### src/rtl/mem_write_controller.sv
`default_nettype none
// ============================================================================
// Module      : mem_write_controller
// Description : Store-side memory stage: byte-lane enables and shifted data
//               for DMEM/IMEM, plus memory-mapped IO writes (UART TX buffer,
//               counter reset pulse, LED register, AC FIFO push).
// Revision    : 1.0 - initial release
// ============================================================================
module mem_write_controller #(
    parameter int LED_WIDTH = 8
) (
    input  logic                 clk,
    input  logic                 rst,
    input  logic [31:0]          instruction,
    input  logic                 inst_valid,
    input  logic [31:0]          mem_addr,
    input  logic [31:0]          store_data,
    output logic [3:0]           dmem_we,
    output logic [3:0]           imem_we,
    output logic [31:0]          mem_din,
    output logic [7:0]           uart_tx_data,
    output logic                 uart_tx_valid,
    input  logic                 uart_tx_ready,
    output logic                 counter_rst,
    output logic [LED_WIDTH-1:0] gpio_leds,
    output logic [31:0]          ac_fifo_din,
    output logic                 ac_fifo_wr_en,
    input  logic                 ac_fifo_full,
    output logic                 stall_out
);

    localparam logic [6:0] c_OPC_STORE = 7'b0100011;
    localparam logic [2:0] c_F3_SB     = 3'b000;
    localparam logic [2:0] c_F3_SH     = 3'b001;
    localparam logic [2:0] c_F3_SW     = 3'b010;
    localparam logic [7:0] c_IO_UART   = 8'h08;
    localparam logic [7:0] c_IO_CRST   = 8'h18;
    localparam logic [7:0] c_IO_LED    = 8'h30;
    localparam logic [7:0] c_IO_ACFIFO = 8'h44;

    logic [6:0]           w_opcode;
    logic [2:0]           w_funct3;
    logic [1:0]           w_off;
    logic [7:0]           w_io_off;
    logic                 w_store;
    logic                 w_do_store;
    logic                 w_sel_dmem;
    logic                 w_sel_imem;
    logic                 w_sel_io;
    logic                 w_uart_hit;
    logic                 w_crst_hit;
    logic                 w_led_hit;
    logic                 w_ac_hit;
    logic                 w_stall;
    logic [3:0]           w_lane_we;
    logic [31:0]          w_lane_din;
    logic                 w_unused;

    logic [7:0]           r_tx_data;
    logic                 r_tx_valid;
    logic                 r_counter_rst;
    logic [LED_WIDTH-1:0] r_leds;

    assign w_opcode = instruction[6:0];
    assign w_funct3 = instruction[14:12];
    assign w_off    = mem_addr[1:0];
    assign w_io_off = mem_addr[7:0];

    // rst masks the decode so every combinational output reads zero in reset
    assign w_store = !rst && inst_valid && (w_opcode == c_OPC_STORE) &&
                     ((w_funct3 == c_F3_SB) || (w_funct3 == c_F3_SH) ||
                      (w_funct3 == c_F3_SW));

    assign w_sel_dmem = (mem_addr[31:30] == 2'b00) && mem_addr[28];
    assign w_sel_imem = (mem_addr[31:29] == 3'b001);
    assign w_sel_io   = (mem_addr[31:28] == 4'b1000);

    assign w_uart_hit = w_store && w_sel_io && (w_io_off == c_IO_UART);
    assign w_crst_hit = w_store && w_sel_io && (w_io_off == c_IO_CRST);
    assign w_led_hit  = w_store && w_sel_io && (w_io_off == c_IO_LED);
    assign w_ac_hit   = w_store && w_sel_io && (w_io_off == c_IO_ACFIFO);

    // A full TX buffer only blocks if it cannot drain on this same edge
    assign w_stall    = (w_uart_hit && r_tx_valid && !uart_tx_ready) ||
                        (w_ac_hit && ac_fifo_full);
    assign w_do_store = w_store && !w_stall;

    always_comb begin
        w_lane_we  = 4'b0000;
        w_lane_din = store_data;
        case (w_funct3)
            c_F3_SB: begin
                w_lane_we  = 4'b0001 << w_off;
                w_lane_din = {4{store_data[7:0]}};
            end
            c_F3_SH: begin
                case (w_off)
                    2'd1: begin
                        w_lane_we  = 4'b0110;
                        w_lane_din = {store_data[7:0], store_data[15:0], store_data[15:8]};
                    end
                    2'd2: begin
                        w_lane_we  = 4'b1100;
                        w_lane_din = {2{store_data[15:0]}};
                    end
                    default: begin
                        // offset 3 is misaligned and wraps to the low halfword
                        w_lane_we  = 4'b0011;
                        w_lane_din = {2{store_data[15:0]}};
                    end
                endcase
            end
            c_F3_SW: begin
                w_lane_we  = 4'b1111;
                w_lane_din = store_data;
            end
            default: begin
                w_lane_we  = 4'b0000;
                w_lane_din = store_data;
            end
        endcase
    end

    assign dmem_we       = (w_do_store && w_sel_dmem) ? w_lane_we : 4'b0000;
    assign imem_we       = (w_do_store && w_sel_imem) ? w_lane_we : 4'b0000;
    assign mem_din       = rst ? 32'h0 : w_lane_din;
    assign ac_fifo_wr_en = w_do_store && w_ac_hit;
    assign ac_fifo_din   = rst ? 32'h0 : store_data;
    assign stall_out     = w_stall;

    // Load takes priority over drain so a same-cycle drain+reload keeps valid
    always_ff @(posedge clk) begin
        if (rst) begin
            r_tx_data  <= 8'h00;
            r_tx_valid <= 1'b0;
        end else if (w_do_store && w_uart_hit) begin
            r_tx_data  <= store_data[7:0];
            r_tx_valid <= 1'b1;
        end else if (r_tx_valid && uart_tx_ready) begin
            r_tx_valid <= 1'b0;
        end
    end

    always_ff @(posedge clk) begin
        if (rst) begin
            r_counter_rst <= 1'b0;
            r_leds        <= '0;
        end else begin
            r_counter_rst <= w_do_store && w_crst_hit;
            if (w_do_store && w_led_hit) begin
                r_leds <= store_data[LED_WIDTH-1:0];
            end
        end
    end

    assign uart_tx_data  = r_tx_data;
    assign uart_tx_valid = r_tx_valid;
    assign counter_rst   = r_counter_rst;
    assign gpio_leds     = r_leds;

    assign w_unused = ^{instruction[31:15], instruction[11:7], mem_addr[27:8]};

endmodule
`default_nettype wire

### config.mk
export PLATFORM = sky130hd
export DESIGN_NAME = mem_write_controller
export DESIGN_NICKNAME = d
export VERILOG_FILES = /design/src/rtl/mem_write_controller.sv
export SDC_FILE = /design/constraint.sdc
export NUM_CORES = 1
export LEC_CHECK = 0
export CAP_MARGIN = 25
export CELL_PAD_IN_SITES_DETAIL_PLACEMENT = 0
export CELL_PAD_IN_SITES_GLOBAL_PLACEMENT = 1
export CORE_ASPECT_RATIO = 0.7
export CORE_MARGIN = 8
export CORE_UTILIZATION = 20
export DETAILED_ROUTE_END_ITERATION = 10
export PLACE_DENSITY = 0.87
export SLEW_MARGIN = 20
export SYNTH_ARGS = -nofsm -noshare
export SYNTH_HDL_FRONTEND = slang
export SYNTH_SLANG_ARGS = --single-unit
### constraint.sdc
create_clock -name clk -period 5.25 [get_ports clk]
set_input_delay 0.7875 -clock clk [delete_from_list [all_inputs] [get_ports clk]]
set_output_delay 0.7875 -clock clk [all_outputs]
set_load 0.01 [all_outputs]
==> metrics.cfg, run 1 <==
[setup_path]
path_class = in2out
crit_required_ns = 4.46
crit_family = buffers and inverters
path_cells = clkdlybuf4s50_1 -> inv_1 -> ha_1 -> nand2_1 -> nor3_4 -> mux2i_1 -> nor2_1 -> clkdlybuf4s50_1
crit_fanout = 9
cp.arrival_ns = 3.20
cp-start-kind = input port
path_common_cell = clkdlybuf4s50_1
crit_path_top_delay_cell = nor3_4
end_kind = output pin
path_buf_inv = 3
cpPeakStageDelay_ns = 0.54

[finish]
utilization = 0.379
antenna_cells = 0
final_common_cell = clkdlybuf4s50_1
instances_no_fill = 533
final_nets = 512
fillers = 1002
drive_above_1_share = 0.0395
final_cell_mix = clkdlybuf4s50_1 (149), nor2_1 (40), mux2i_1 (32)
area_growth_pct = 87.6

[status]
status = finished, final reports clean

[global_route]
met2_usage = 0.218
grt_use_total = 0.122
globalRouteMet1Util = 0.140
overflow = 0
antenna_found_initial = 0
grt_max_degree = 46
grt_pass1_vias = 2509
grtUsageMet3 = 0.0441
grt-busiest-layer = met2
grt_first_pass_wirelength_mm = 13.3

[yosys]
synth_warnings = 0
syn-cell-area_um2 = 1930
ys_ff_latch = 18
ys_types = 34
netlist_instances = 266
avgSynthCellArea_um2 = 7.24
ys_seq_area_frac = 0.187
syn_nets = 372

[sta]
hold_viol = 0
setup_violations = 0
hold_slack_ns = 0.473
fmax_mhz = 251
rsz0062_at_grt = false
finalCritPeriodShare = 0.760
setup_tns_ns = 0
slew_violations = 0
layout_min_cycle_time_ns = 3.99
relSlewSlack = 0.531
worst_pin_slew_ns = 0.703
skew_ns = 0.00161

[floorplan]
die_w_um = 133
initial_core_util = 0.202
ios = 193
dieArea_um2 = 13100
die_y_um = 98.1
coreArea_um2 = 9530
std_cell_rows = 30

[clock_network]
ctsHoldBuffers = 0
cts_resized = 0
clock_latency_ns = 0.25
cts_inserted_buffers = 3
h-tree-depth = 1
ctsLongestPathBuffers = 2
cts_setup_buffers = 0
cts_tree = yes
cts.sinks = 18
root_buffer = clkbuf_16
clk_pin_slew_worst_paths_ns = 0.05

[power]
power_density_nw_per_um2 = 143
leakagePower_nw = 1.30
ir_drop_uv = 101

[detailed_routing]
routed_wirelength_mm = 8.24
wl_per_cell_um = 15.5
vias = 2373
ant_nets = 0
drc = 0
drt_pass1_iterations = 4
vias_per_cell = 4.45
drt-initial-drc-count = 100

[placed_design]
dpl.cell_count = 529
routabilityCongestion = 0.769
port_buffers = 150
post-dp-hpwl_mm = 6.89

[job]
max_cap_violations = 0

[hold_path]
hp-class = reg2reg

==> worst reg2reg max path: stages (launching register included) <==
cell,delay [ns]
dfxtp_1,0.32
nand2b_1,0.09
and3_1,0.14
and4_1,0.57
mux2i_1,0.27
==> synth_stat cells (all sizes together) <==
cell     count  area share
and4         2      0.0091
a2111oi      1       0.014
a211oi       8       0.031
dfxtp       18        0.19
nand2       25       0.049
nand4bb      1      0.0058
a21oi       11       0.029
ha           5       0.032
o21ai        2      0.0052
nand4        2      0.0065
clkbuf      11       0.021
or3          1      0.0032
buf          9       0.029
and2         1      0.0032
mux2i       32        0.17
inv         10       0.019
nor2        41       0.080
nand2b      27       0.088
o31ai        2      0.0078
nor4         1      0.0065
nor3         3       0.016
o22ai        1      0.0032
nor4b        1      0.0045
nand3b       2      0.0078
nand4b       3       0.021
nand3       10       0.026
a311oi       8       0.036
nor2b       27       0.088
and3         1      0.0032
==> worst paths after layout <==
path	from	end	slack, ns	cells after the start
worst max-delay path	mem_addr[1]	mem_din[7]	1.26	8
worst min-delay path	uart_tx_data[2]	uart_tx_data[2]	0.47	2
worst max register to register	uart_tx_valid	uart_tx_data[0]	3.79	4
worst min register to register	uart_tx_data[2]	uart_tx_data[2]	0.47	2
==> metrics by stage <==
stage | total power [W] | cell area [um2] | setup WS (ns)
detailed placement | 0.000354 | 3530 | 1.23
CTS | 0.000524 | 3610 | 1.23
finish | 0.000516 | 3610 | 1.26
global route | 0.000544 | 3610 | 1.04
global placement | 0.000351 | 3530 | 1.28
floorplan | 0.000224 | 1930 | 2.42
==> sequential cells by signal, indices dropped and copies added, names as in the netlist <==
name           cells
counter_rst        1
gpio_leds          8
uart_tx_valid      1
uart_tx_data       8
==> per-layer routing <==
metal,vias to the layer above,share of wire
li1,1185,-
met1,1102,0.42
met2,84,0.49
met3,2,0.090
met4,0,0.0033
met5,-,0
==> power breakdown <==
part | leakage, nW | switching (W) | internal [W]
Clock | 0.0442 | 0.0000515 | 0.000116
Combinational | 1.11 | 0.0000948 | 0.000117
Sequential | 0.145 | 0.0000000000176 | 0.000137
==> cell type report <==
cell class | count | area [um2] | share of cell area
Timing Repair Buffer | 155 | 1530 | 0.424
Multi-Input combinational cell | 218 | 1430 | 0.397
Sequential cell | 18 | 360 | 0.0997
Tap cell | 128 | 160 | 0.0443
Clock buffer | 4 | 88.8 | 0.0246
Inverter | 10 | 37.5 | 0.0104
==> kinds of logic (layout without fill, tap and decap cells) <==
group,count (synthesis),in the layout,synth area share
DFF,18,18,0.187
AOI/OAI and AO/OA,33,33,0.127
muxes,32,32,0.166
buffers and inverters,30,169,0.0701
adders and majority gates,5,5,0.0325
and+or+nand+nor,148,148,0.418
(Power assumes the default switching activity.)
==> run 2: changes to the inputs <==
--- a/config.mk
+++ b/config.mk
@@ -10,9 +10,9 @@
 export CELL_PAD_IN_SITES_GLOBAL_PLACEMENT = 1
 export CORE_ASPECT_RATIO = 0.7
 export CORE_MARGIN = 8
-export CORE_UTILIZATION = 20
+export CORE_UTILIZATION = 19
 export DETAILED_ROUTE_END_ITERATION = 10
-export PLACE_DENSITY = 0.87
+export PLACE_DENSITY = 0.83
 export SLEW_MARGIN = 20
 export SYNTH_ARGS = -nofsm -noshare
 export SYNTH_HDL_FRONTEND = slang
==> constraint.sdc (replaced) <==
create_clock -name clk -period 3.8 [get_ports clk]
set_input_delay 0.57 -clock clk [delete_from_list [all_inputs] [get_ports clk]]
set_output_delay 0.57 -clock clk [all_outputs]
set_load 0.01 [all_outputs]
==> run 2 against run 1 <==
  * Setup slack got worse by 0.91 ns
  * Wire length rose by 5.5%
  * Cell area rose by 1.0%
  * Global-route usage fell by 0.41 points
  * Die area rose by 4.5%
  * Via count rose by 1.4%
  * Non-clock buffer count rose by 5
  * Core utilization fell by 0.63 points
  * Cell count rose by 0.94%
  * Critical path depth rose by 1
  * Clock power rose by 38%
  * Critical path type unchanged
  * Critical endpoint is now mem_din[10]
==> metrics.cfg, run 2 (synthesized netlist as in run 1, its figures left out) <==
[sta]
slew_violations = 0  ; unchanged
layout_min_cycle_time_ns = 3.45
finalCritPeriodShare = 0.907
setup_violations = 0  ; unchanged
skew_ns = 0.00162  ; +0.00000250 ns
relSlewSlack = 0.487  ; -0.0443
rsz0062_at_grt = false
hold_slack_ns = 0.474  ; +0.00147 ns
hold_viol = 0  ; unchanged
setup_tns_ns = 0  ; unchanged
worst_pin_slew_ns = 0.770  ; +0.0665 ns
fmax_mhz = 290

[floorplan]
die_y_um = 100  ; +2.2%
initial_core_util = 0.197  ; -0.00542
std_cell_rows = 30  ; unchanged
dieArea_um2 = 13700  ; +4.5%
coreArea_um2 = 9800  ; +2.8%
die_w_um = 136  ; +2.3%
ios = 193  ; unchanged

[clock_network]
cts_resized = 0  ; unchanged
ctsHoldBuffers = 0  ; unchanged
cts_tree = yes
ctsLongestPathBuffers = 2  ; unchanged
cts_setup_buffers = 0  ; unchanged
clk_pin_slew_worst_paths_ns = 0.05  ; about the same
clock_latency_ns = 0.25  ; about the same
cts_inserted_buffers = 3  ; unchanged
h-tree-depth = 1  ; unchanged
root_buffer = clkbuf_16
cts.sinks = 18  ; unchanged

[placed_design]
port_buffers = 150  ; unchanged
routabilityCongestion = 0.759  ; -1.4%
post-dp-hpwl_mm = 7.24  ; +5.1%

[finish]
final_cell_mix = clkdlybuf4s50_1 (149), nor2_1 (40), mux2i_1 (32)
area_growth_pct = 89.5
final_nets = 517  ; +0.98%
final_common_cell = clkdlybuf4s50_1
antenna_cells = 0  ; unchanged
utilization = 0.373  ; -0.00634
drive_above_1_share = 0.0512  ; +0.0117
fillers = 997  ; -0.50%

[status]
status = finished, final reports clean

[global_route]
grt_max_degree = 84  ; +83%
antenna_found_initial = 0  ; unchanged
overflow = 0  ; unchanged
grt_first_pass_wirelength_mm = 13.3  ; +0.41%
grt_pass1_vias = 2581  ; +2.9%
grt_use_total = 0.118  ; -0.00410

[power]
power_density_nw_per_um2 = 196  ; +38%
leakagePower_nw = 1.33  ; +1.9%
power.total_w = 0.000718  ; +39%
ir_drop_uv = 115  ; +13%

[detailed_routing]
vias = 2406  ; +1.4%
wl_per_cell_um = 16.2  ; +4.5%
vias_per_cell = 4.47  ; +0.45%
routed_wirelength_mm = 8.69  ; +5.5%
ant_nets = 0  ; unchanged
drt-initial-drc-count = 104  ; +4.0%
drt_pass1_iterations = 4  ; unchanged
drc = 0  ; unchanged

[setup_path]
crit_fanout = 8  ; -1
ff2ff_setup_slack_ns = 2.37  ; -1.42 ns
cp-start-kind = input port
path_class = in2out
cp.arrival_ns = 2.88  ; -0.32 ns
end_kind = output pin
crit_required_ns = 3.23  ; -1.23 ns

[hold_path]
hp-class = reg2reg

[job]
max_cap_violations = 0  ; unchanged

## run 2: changes by cell type in the layout (fill, tap and decap cells not counted)
cell	before	now
buf_4	5	10
## run 2: path summary, 6_finish.rpt
kind                                      start              end  cells after the start
worst min-delay path            uart_tx_data[4]  uart_tx_data[4]                      2
worst max register to register    uart_tx_valid  uart_tx_data[6]                      4
worst max-delay path                mem_addr[1]      mem_din[10]                      9
worst min register to register  uart_tx_data[4]  uart_tx_data[4]                      2
## run 2: area by class of cell
type                            instances  area, um2  area share
Timing Repair Buffer                  160       1570       0.430
Multi-Input combinational cell        218       1430       0.393
Sequential cell                        18        360      0.0987
Tap cell                              128        160      0.0439
Clock buffer                            4       88.8      0.0243
Inverter                               10       37.5      0.0103
## run 2: report_power, final
| group | internal (W) | switching [W] | total, W |
|---|---|---|---|
| clock | 0.000160 | 0.0000705 | 0.000231 |
| sequential | 0.000189 | 0.0000000000244 | 0.000189 |
| combinational | 0.000165 | 0.000133 | 0.000298 |
| total | 0.000514 | 0.000204 | 0.000718 |
## run 2: layer usage
layer  wire, um  track usage
met5          0            0
met4         27       0.0101
met3        792       0.0384
met2       4170        0.213
met1       3700        0.137
## run 2: metrics by stage
stage / std cells / setup WS [ns] / instance area, um2
6_report: 538 / 0.353 / 3650
3_3_place_gp: 534 / 0.335 / 3560
2_1_floorplan: 266 / 1.41 / 1930
4_1_cts: 538 / 0.277 / 3650
3_5_place_dp: 534 / 0.283 / 3560
5_1_grt: 538 / 0.0754 / 3650
## run 2: critical path, cell delays in order
cell             delay, ns
clkdlybuf4s50_1       0.47
inv_1                 0.11
ha_1                  0.22
nor2b_1               0.09
buf_4                 0.15
nor3_2                0.40
nand2_1               0.10
a21oi_1               0.18
clkdlybuf4s50_1       0.60
==> patch 1 (config.mk and constraints of run 2) <==
Remove the case item `c_F3_SB` of the case on `w_funct3`.
--- a/src/rtl/mem_write_controller.sv
+++ b/src/rtl/mem_write_controller.sv
@@ -89,10 +89,6 @@
         w_lane_we  = 4'b0000;
         w_lane_din = store_data;
         case (w_funct3)
-            c_F3_SB: begin
-                w_lane_we  = 4'b0001 << w_off;
-                w_lane_din = {4{store_data[7:0]}};
-            end
             c_F3_SH: begin
                 case (w_off)
                     2'd1: begin
Formal check against the unedited RTL: not equivalent (a bounded check fails within 4 cycles, from zero or initial values and one cycle with rst high).
==> patch 1 against run 2 <==
  * Count of clock-buffer cells in the layout unchanged
  * Largest cell class unchanged
  * Synthesized area decreased by 2.8%
  * Routed wire length decreased by 5.9%
  * Clock power increased by 2%
  * Sequential cell count unchanged
  * Register-to-register slack got worse by 0.03 ns
  * Critical endpoint is now ac_fifo_wr_en
  * Total power decreased by 2.5%
  * Die area decreased by 2.4%
  * Setup slack got worse by 0.030 ns
  * Final area decreased by 1.6%
==> patch 1: results <==
set metrics [dict create \
    antenna_cells 0 \
    grt_usage_pct 11.45 \
    dr.pass1.iters 7 \
    synth.distinct_cells 33 \
    drt_iter0_markers 50 \
    grt_max_degree 83 \
    grt_pass1_wl_um 12700 \
    nNetsFinal 508 \
    synth-seq-area-share_pct 19.24 \
    synth_common_cells "a21oi_1, nand2_1, mux2i_1, nor2b_1, nand2b_1" \
    p_leak_nw 1.417 \
    fillCellCount 1005 \
    crit_arrival_ns 2.91 \
    fin_skew_ns 0.001768 \
    synth_fp_nets 365 \
    worstHoldStart "gpio_leds[2]" \
    outcome "completed" \
    cp-startpoint "mem_addr[28]" \
    dp_hpwl_um 6660 \
    wl_per_cell_um 15.43 \
    place_congestion 0.7574 \
    grt_pass1_vias 2366 \
    routed-via-count 2286 \
    tightest_slew_ns 0.7174 \
    critPathMaxFanout 5 \
]
patch 1: layout make-up:
class / count / area, µm² / area share [%]
multi-input cells: 213 / 1400 / 38.98
repair buffers: 156 / 1541 / 42.91
inverters: 11 / 41.29 / 1.149
well taps: 128 / 160.2 / 4.458
clock buffers: 4 / 88.84 / 2.473
flip-flops and latches: 18 / 360.3 / 10.03
patch 1: per-stage QoR:
stage	worst slack (ns)	util, %	instances	cell area [µm²]	hold WS (ns)
floorplan	1.289	-	260	1873	0.4926
global placement	0.3612	36.32	526	3503	0.4601
detailed placement	0.3071	36.32	526	3503	0.4666
CTS	0.3022	37.24	530	3592	0.4765
global route	0.1710	37.24	530	3592	0.5008
finish	0.3228	37.24	530	3592	0.4763
patch 1: power by group:
| part | internal [mW] | leakage, nW | switching [mW] |
|---|---|---|---|
| clock | 0.160 | 0.0442 | 0.0755 |
| sequential | 0.189 | 0.145 | 0.0000000230 |
| combinational | 0.158 | 1.23 | 0.117 |
| total | 0.507 | 1.42 | 0.193 |
patch 1: routing by layer:
layer,track usage (%),part of all wire (%),up-vias
met1,12.92,42,1025
met5,0,0,-
li1,-,-,1170
met4,0.7739,0.28,0
met3,5.030,11,2
met2,20.21,47,89
patch 1: worst max-delay path: cells and delay by family:
kind,cells,cell delay [ns]
AND/OR/NAND/NOR,4,1.32
buffers and inverters,2,1.01
patch 1: kinds of logic (layout without fill, tap and decap cells):
group / Yosys count / after routing / synth area share [%]
AND/OR/NAND/NOR: 124 / 124 / 37.74
flip-flops: 18 / 18 / 19.24
AO/OA/AOI/OAI: 53 / 53 / 16.90
multiplexers: 32 / 32 / 17.10
buffers and inverters: 29 / 171 / 6.346
adder cells (fa/ha/maj): 4 / 4 / 2.672
patch 1: worst max path at each step:
stage                         end  slack (ns)
global route        ac_fifo_wr_en        0.17
finish              ac_fifo_wr_en        0.32
detailed placement  ac_fifo_wr_en        0.31
CTS                 ac_fifo_wr_en        0.30
global placement    ac_fifo_wr_en        0.36
floorplan             mem_din[10]        1.29
==> patch 2 (flow settings as in run 2) <==
Made on the original files. Change the parameter `LED_WIDTH` from 8 to 10.
--- a/src/rtl/mem_write_controller.sv
+++ b/src/rtl/mem_write_controller.sv
@@ -7,7 +7,7 @@
 // Revision    : 1.0 - initial release
 // ============================================================================
 module mem_write_controller #(
-    parameter int LED_WIDTH = 8
+    parameter int LED_WIDTH = 10
 ) (
     input  logic                 clk,
     input  logic                 rst,
Ports: changed (resized gpio_leds); port bits go from 193 to 195. No check against the original RTL was run, so the function may have changed too.
==> patch 2 against run 2 <==
  * Hold slack better by 0.0014 ns
  * Synthesized area is 1.8% higher
  * Sequential power is 11% higher
  * Die area is 1.6% higher
  * Final area is 2.0% higher
  * Routed wire length is 3.6% higher
  * Non-clock buffer count is 1 lower
  * Total power is 0.14% higher
  * Setup slack worse by 0.17 ns
  * Sequential cell count is 2 higher
  * Count of clock-buffer cells in the layout is 1 lower
  * Critical path type unchanged
  * Largest power group unchanged
==> patch 2: results <==
set metrics [dict create \
    outcome "completed" \
    dp_hpwl_um 7320 \
    wl_per_cell_um 16.31 \
    fin_skew_ns 0.001583 \
    clk_latency_ns 0.25 \
    dp.cells 549 \
    synthTopCellsByArea "dfxtp_1, mux2i_1, nor2b_1, nand2b_1, nor2_1" \
    drt_iter0_markers 122 \
    synth.distinct_cells 30 \
    worstHoldStart "uart_tx_data[1]" \
    largest_reg_flops 10 \
    critPathMaxFanout 11 \
    placedInstanceArea_um2 3643 \
    grt_max_degree 85 \
    grt_usage_pct 12.30 \
    cp-startpoint "instruction[13]" \
    vdd_drop_max_mv 0.1101 \
    nNetsFinal 528 \
    synth-seq-area-share_pct 20.41 \
    grt_pass1_vias 2632 \
    routed-via-count 2500 \
    antenna_cells 0 \
    postCtsSetupRepairBufs 0 \
    fillCellCount 1068 \
    port_buffers 152 \
    p_leak_nw 1.417 \
    ys_warn_count 0 \
    grt_pass1_wl_um 13880 \
    synthArstFlopShare_pct 0 \
    tightest_slew_ns 0.5627 \
    switching_share_pct 28.78 \
    cts_made_buffers 3 \
    vias_per_cell 4.529 \
    syn_area_per_cell_um2 7.057 \
    drive_gt1_share_pct 5.000 \
    synth_fp_nets 384 \
    crit_arrival_ns 3.04 \
    place_ws_ns 0.1170 \
    multiInputGateArea_um2 1444 \
    place_congestion 0.8307 \
    dr.pass1.iters 5 \
    synth_common_cells "nor2_1, mux2i_1, nor2b_1, nand2_1, nand2b_1" \
]
[patch 2: cell count changes after synthesis, sizes merged, moves of 2 or more]
cell and change:
clkbuf +7, nor2b +3, buf -7, inv +2, mux2 +2, or4 +2
nand3b -2, dfxtp +2, and4 -2, nor4 +2, nand3 +4, nand4b -2
[patch 2: path summary, 6_finish.rpt]
check	to	slack, ns	depth (start not counted)
worst max-delay path	imem_we[3]	0.19	6
worst min-delay path	uart_tx_data[1]	0.48	2
worst max register to register	uart_tx_data[7]	2.48	4
worst min register to register	uart_tx_data[1]	0.48	2
[patch 2: per-layer routing]
metal / vias to the layer above / part of all wire, % / GRT usage [%]
li1: 1235 / - / -
met4: 0 / 0.30 / 0.9983
met2: 97 / 46 / 21.40
met1: 1166 / 42 / 14.35
met5: - / 0 / 0
met3: 2 / 11 / 4.930
[patch 2: cell type report]
class                      instances  share of cell area, %
clock buffer                       3                  2.016
multi-input combinational        226                  38.78
timing repair buffer             159                  42.81
tap                              132                  4.435
inverter                          12                  1.210
sequential                        20                  10.75
[patch 2: power groups by stage]
stage | clock [mW] | combinational (mW) | sequential [mW]
6_report | 0.213 | 0.296 | 0.210
5_1_grt | 0.228 | 0.323 | 0.210
4_1_cts | 0.220 | 0.301 | 0.210
3_5_place_dp | 0 | 0.300 | 0.214
3_3_place_gp | 0 | 0.296 | 0.214
2_1_floorplan | 0 | 0.115 | 0.214
[patch 2: cells by family after synthesis]
group,count (synthesis),synth area share [%]
DFF,20,20.41
muxes,34,17.47
AOI/OAI and AO/OA,33,11.48
buffers and inverters,32,6.696
and+or+nand+nor,154,40.75
adders and majority gates,5,3.189
[patch 2: worst max-delay path, cell delays in order]
cell             delay, ns
clkdlybuf4s50_1       0.63
a211o_1               0.40
nor4_1                0.48
nand3_1               0.25
nor2_1                0.16
clkdlybuf4s50_1       0.56
